**config.mk**
```make
export PLATFORM = sky130hd
export DESIGN_NAME = draw_cat
export DESIGN_NICKNAME = d
export VERILOG_FILES = /design/src/rtl/draw_cat.sv
export SDC_FILE = /design/constraint.sdc
export NUM_CORES = 1
export LEC_CHECK = 0
export BUFFER_PORTS_ARGS = -buffer_cell sky130_fd_sc_hd__buf_4
export CORE_MARGIN = 5
export CORE_UTILIZATION = 35
export CTS_BUF_LIST = sky130_fd_sc_hd__clkbuf_4
export DETAILED_ROUTE_END_ITERATION = 10
export PLACE_DENSITY = 0.67
export SETUP_SLACK_MARGIN = 0.4
export SYNTH_ARGS = -nofsm -noshare
export SYNTH_HDL_FRONTEND = slang
export SYNTH_SLANG_ARGS = --single-unit
```
**constraint.sdc**
```tcl
create_clock -name clk60MHz -period 10.2 [get_ports clk60MHz]
set_input_delay 2.55 -clock clk60MHz [delete_from_list [all_inputs] [get_ports clk60MHz]]
set_output_delay 2.55 -clock clk60MHz [all_outputs]
set_load 0.03 [all_outputs]
```
**src/rtl/draw_cat.sv**
```systemverilog
// Cat sprite overlay stage: hit test, ROM addressing, colour-key compositing
// and the vsync-driven animation frame sequencer, over a 3-clock pipeline.
module draw_cat #(
  parameter int          FRAME_DIV   = 8,
  parameter logic [11:0] TRANSPARENT = 12'h0F0
) (
  input  logic        clk60MHz,
  input  logic        rst,
  input  logic [10:0] hcount_in,
  input  logic [10:0] vcount_in,
  input  logic        hsync_in,
  input  logic        vsync_in,
  input  logic        hblnk_in,
  input  logic        vblnk_in,
  input  logic [11:0] rgb_in,
  input  logic [11:0] xpos,
  input  logic [11:0] ypos,
  input  logic        mirror,
  input  logic        moving,
  output logic [11:0] address,
  input  logic [11:0] rgb_rom0,
  input  logic [11:0] rgb_rom1,
  input  logic [11:0] rgb_rom2,
  input  logic [11:0] rgb_rom3,
  output logic [10:0] hcount_out,
  output logic [10:0] vcount_out,
  output logic        hsync_out,
  output logic        vsync_out,
  output logic        hblnk_out,
  output logic        vblnk_out,
  output logic [11:0] rgb_out,
  output logic [1:0]  frame
);

  localparam int TW = (FRAME_DIV > 1) ? $clog2(FRAME_DIV) : 1;
  localparam logic [TW-1:0] TICK_LAST = TW'(FRAME_DIV - 1);

  // Timing bundle: {hcount, vcount, hsync, vsync, hblnk, vblnk, rgb}
  logic [37:0] tim1_d, tim1_q, tim2_d, tim2_q;
  logic [25:0] tout_d, tout_q;

  logic [11:0]   address_d, address_q;
  logic          hit1_d, hit1_q, hit2_d, hit2_q;
  logic [1:0]    fsel1_d, fsel1_q, fsel2_d, fsel2_q;
  logic [11:0]   rgb_out_d, rgb_out_q;
  logic          vs_d, vs_q;
  logic [TW-1:0] tick_d, tick_q;
  logic [1:0]    frame_d, frame_q;

  logic [12:0] h13, v13, x13, y13;
  logic [5:0]  dx, dy;
  logic        vs_rise, blank;
  logic [11:0] rom_sel;

  // Hit test in 13 bits so a sprite near the right/bottom edge never wraps.
  always_comb begin
    h13       = {2'b00, hcount_in};
    v13       = {2'b00, vcount_in};
    x13       = {1'b0, xpos};
    y13       = {1'b0, ypos};
    hit1_d    = (h13 >= x13) && (h13 < x13 + 13'd64) &&
                (v13 >= y13) && (v13 < y13 + 13'd64);
    dx        = hcount_in[5:0] - xpos[5:0];
    dy        = vcount_in[5:0] - ypos[5:0];
    address_d = hit1_d ? {dy, (mirror ? ~dx : dx)} : 12'h000;
    fsel1_d   = frame_q;
    tim1_d    = {hcount_in, vcount_in, hsync_in, vsync_in, hblnk_in, vblnk_in, rgb_in};
    hit2_d    = hit1_q;
    fsel2_d   = fsel1_q;
    tim2_d    = tim1_q;
  end

  // Frame sequencer; moving=0 wins over a coincident vsync edge.
  always_comb begin
    vs_d    = vsync_in;
    vs_rise = vsync_in & ~vs_q;
    tick_d  = tick_q;
    frame_d = frame_q;
    if (!moving) begin
      tick_d  = '0;
      frame_d = 2'd0;
    end else if (vs_rise) begin
      if (tick_q == TICK_LAST) begin
        tick_d  = '0;
        frame_d = frame_q + 2'd1;
      end else begin
        tick_d = tick_q + TW'(1);
      end
    end
  end

  // Output stage: blanking beats the sprite, the colour key reveals background.
  always_comb begin
    case (fsel2_q)
      2'd0:    rom_sel = rgb_rom0;
      2'd1:    rom_sel = rgb_rom1;
      2'd2:    rom_sel = rgb_rom2;
      default: rom_sel = rgb_rom3;
    endcase
    blank  = tim2_q[13] | tim2_q[12];
    tout_d = tim2_q[37:12];
    if (blank)
      rgb_out_d = 12'h000;
    else if (hit2_q && (rom_sel != TRANSPARENT))
      rgb_out_d = rom_sel;
    else
      rgb_out_d = tim2_q[11:0];
  end

  always_ff @(posedge clk60MHz or posedge rst) begin
    if (rst) begin
      address_q <= '0;
      hit1_q    <= 1'b0;
      hit2_q    <= 1'b0;
      fsel1_q   <= '0;
      fsel2_q   <= '0;
      tim1_q    <= '0;
      tim2_q    <= '0;
      tout_q    <= '0;
      rgb_out_q <= '0;
      vs_q      <= 1'b0;
      tick_q    <= '0;
      frame_q   <= '0;
    end else begin
      address_q <= address_d;
      hit1_q    <= hit1_d;
      hit2_q    <= hit2_d;
      fsel1_q   <= fsel1_d;
      fsel2_q   <= fsel2_d;
      tim1_q    <= tim1_d;
      tim2_q    <= tim2_d;
      tout_q    <= tout_d;
      rgb_out_q <= rgb_out_d;
      vs_q      <= vs_d;
      tick_q    <= tick_d;
      frame_q   <= frame_d;
    end
  end

  assign address = address_q;
  assign frame   = frame_q;
  assign rgb_out = rgb_out_q;
  assign {hcount_out, vcount_out, hsync_out, vsync_out, hblnk_out, vblnk_out} = tout_q;

endmodule

```
==> metrics.md <==
| Metric | Value |
|---|---|
| Critical Path Stages | `9` |
| Slew at the pin with the worst max-slew slack | `913 ps` |
| Worst Path Max Fanout | `13` |
| Post-layout min period | `4460 ps` |
| Post-synth top flop | `dfrtp_1` |
| Int Power | `0.000763 W` |
| CP max stage delay | `540 ps` |
| Most frequent CP cell | `ha_1` |
| CTS Buf Count | `17` |
| Synth Net Count | `549` |
| WL per Instance | `15.8 um` |
| Hold buffer count at cts | `0` |
| Final Wtd Congestion | `0.845` |
| R2R depth | `6` |
| Syn Area/Cell | `13.8 sq um` |
| Pin count of the biggest net entering global routing | `73` |
| Initial Utilization | `0.358` |
| Highest routed layer | `met4` |
| Max Root-Sink Buffers | `2` |
| Slowest CP cell | `a2111oi_4` |
| Post-CTS Repair Setup Buffers | `0` |
| Crit Path Class | `input port to flop` |
| Critical Path RT | `10600 ps` |
| DP Area | `0.00695 sq mm` |
| Total GRT Usage | `0.143` |
| FILL cells | `1387` |
| Sequential Power Share | `0.540` |
| Switching share of total power | `0.281` |
| Fmax | `224 MHz` |
| Initial DRC count | `155` |
| Die area | `0.0182 sq mm` |
| Worst hold stages | `0` |
| PD cells | `147 mW/mm^2` |
| Worst Skew | `15.9 ps` |
| WL final | `12.6 mm` |
| RSZ-0062 raised after global routing | `false` |
| Register area share after synthesis | `0.627` |
| Post-Synthesis Cell Area | `0.00547 sq mm` |
| LEAKAGE | `3.58 nW` |
| Count of cell types in the netlist | `44` |
| Asr flop ratio synth | `1.00` |
| Via count | `3636` |
| Max rail drop VDD | `0.0603 mV` |
| Routed Antenna Nets | `0` |
| Clock root cell | `clkbuf_4` |
| Synthesized instance count | `397` |
| NetSw | `0.000298 W` |
| DP HPWL | `9.82 mm` |
| Combinational power share | `0.146` |
| EDFF count, synth | `0` |
| Max-slew headroom | `0.391` |
| Crit-path cells | `buf_4, ha_1, nand3_1, xnor2_1, ha_1, a21o_1, a221o_1, a2111oi_4, nor4b_1` |
| Buf/Inv on CP | `1` |
| Die H | `135 um` |
| # port buffers | `165` |
| Clock power share | `0.313` |
| Status | `finished clean` |
| HP Class | `flop to flop` |
| Setup_tns | `0 ps` |
| Setup violators final | `0` |
| TritonCTS clock tree | `done` |
| Clock Latency Late Sink | `520 ps` |
| Arr. time, crit path | `4860 ps` |
| Startpoint types | `input port` |
| Tcrit/Tclk final | `0.437` |
| Length of the first detailed-routing pass in iterations | `4` |
| Met3 Routed Length | `1.17 mm` |
| CP endpoint kind | `flop` |
| Congestion Overflow GR | `0` |
| Critical path's top delay family | `compound AO/OA/AOI/OAI gates` |
| Number of global-route vias before repair | `4028` |
| # rows | `45` |
| Max_cap viols | `0` |
| Max-slew violations | `0` |
| Design Area, Final | `0.00722 sq mm` |
| Nets | `724` |
| Sink Count | `137` |
| Via density | `4.56` |
| DIE WIDTH | `135 um` |
| Remaining DRCs | `0` |
| Core Util, Final | `0.473` |
| Initial antenna violation count | `1` |
| Global-route wire length before repair | `20.0 mm` |
| Clk pin slew, worst setup/hold paths | `130 ps` |
| Core footprint | `0.0153 sq mm` |
| Flops & latches, synth | `137` |
| H-tree depth | `4` |
| Ratio of cells with drive above 1 in the final layout | `0.349` |
| Synthesis warning total | `0` |
| Ports | `166` |
| Final hold viol count | `0` |
| WL met2 | `6.07 mm` |
| Met1 Routed Length | `5.17 mm` |
| Post-CTS Resized | `0` |
| Layout area overhead | `32.0%` |
==> cell type report <==
cell class                      count  area (sq um)  area share
Sequential cell                   137          3430       0.475
Multi-Input combinational cell    213          1870       0.258
Timing Repair Buffer              166          1250       0.173
Tap cell                          211           264      0.0366
Inverter                           37           144      0.0199
Clock inverter                     15           139      0.0192
Clock buffer                       17           128      0.0177
Antenna cell                        2          5.00    0.000693
==> synth_stat cells, types with 3 or more instances <==
master,number,area [sq um]
nor2_1,16,60.1
o211ai_1,3,22.5
nand2_1,16,60.1
a21o_1,6,45.0
o21ai_0,7,35.0
nand2b_1,4,25.0
dfrtp_1,137,3430
xnor2_1,14,123
nor4b_1,5,43.8
mux2i_1,8,80.1
o21a_1,3,22.5
ha_1,36,450
xor2_1,5,43.8
nand3_1,10,50.1
inv_1,37,139
mux4_1,10,263
a21oi_1,15,75.1
clkbuf_1,8,30.0
a22oi_1,5,37.5
nor3_1,11,55.1
nor2b_1,7,43.8
==> power groups by stage <==
| stage | registers (W) | logic, W | clock network [W] |
|---|---|---|---|
| after global placement | 0.000584 | 0.000154 | 0 |
| after CTS | 0.000574 | 0.000158 | 0.000351 |
| after detailed placement | 0.000584 | 0.000157 | 0 |
| after global routing | 0.000576 | 0.000173 | 0.000378 |
| after floorplan | 0.000599 | 0.0000689 | 0 |
| final | 0.000573 | 0.000155 | 0.000333 |
==> stage by stage <==
step                      setup WS (ps)  total power, W  instances  hold WS, ps
final                              5740         0.00106        798          340
after global routing               5640         0.00113        798          345
after CTS                          5760         0.00108        796          343
after detailed placement           5160        0.000742        764          335
after global placement             5340        0.000737        764          333
after floorplan                    3980        0.000668        397          331
==> cell usage in the layout (no fill, tap or decap), types with 3 or more instances in the layout <==
cell type   instances
a21o_1              6
a21oi_1            15
a22oi_1             5
buf_4             166
clkbuf_4           17
clkinvlp_4          5
dfrtp_1           137
ha_1               36
inv_1              36
inv_6               6
mux2i_1             8
mux4_1             10
nand2_1            16
nand2b_1            4
nand3_1            10
nor2_1             16
nor2b_1             7
nor3_1             11
nor4b_1             5
o211ai_1            3
o21a_1              3
o21ai_0             7
xnor2_1            14
xor2_1              5
==> final timing paths <==
check | startpoint | endpoint | slack (ps)
hold reg to reg | tim1_q[3] | tim2_q[3] | 340
hold / removal | tim1_q[3] | tim2_q[3] | 340
setup reg to reg | fsel2_q[0] | rgb_out[7] | 7110
setup / recovery | xpos[6] | address[10] | 5740
min in group asynchronous | rst | tout_q[5] | 2080
max in group asynchronous | rst | tout_q[19] | 6810
==> state kept, by name (all words and copies together), names as in the netlist <==
signal   count
tout_q      26
hit1_q       1
address     12
frame        2
tim2_q      38
hit2_q       1
rgb_out     12
tim1_q      38
fsel1_q      2
fsel2_q      2
tick_q       3
==> kinds of logic after synthesis <==
group / count (synthesis) / share of synthesized area
flops: 137 / 0.627
mux: 20 / 0.0709
xor+xnor: 19 / 0.0304
buf+inv: 47 / 0.0350
fa+ha+maj: 38 / 0.0897
compound gates: 52 / 0.0648
simple gates: 84 / 0.0822
==> worst reg2reg max path, delay by kind of cell, from the launching register on <==
kind | cells | cell delay [ps]
multiplexers | 2 | 940
AND/OR/NAND/NOR | 3 | 850
flip-flops | 1 | 730
AO/OA/AOI/OAI | 1 | 470
==> metal layers <==
metal	up-vias	track usage
met5	-	0
met4	0	0.0504
met3	10	0.0667
met2	144	0.234
met1	1752	0.165
li1	1730	-
Note: power is estimated with default switching activity, not from simulation.
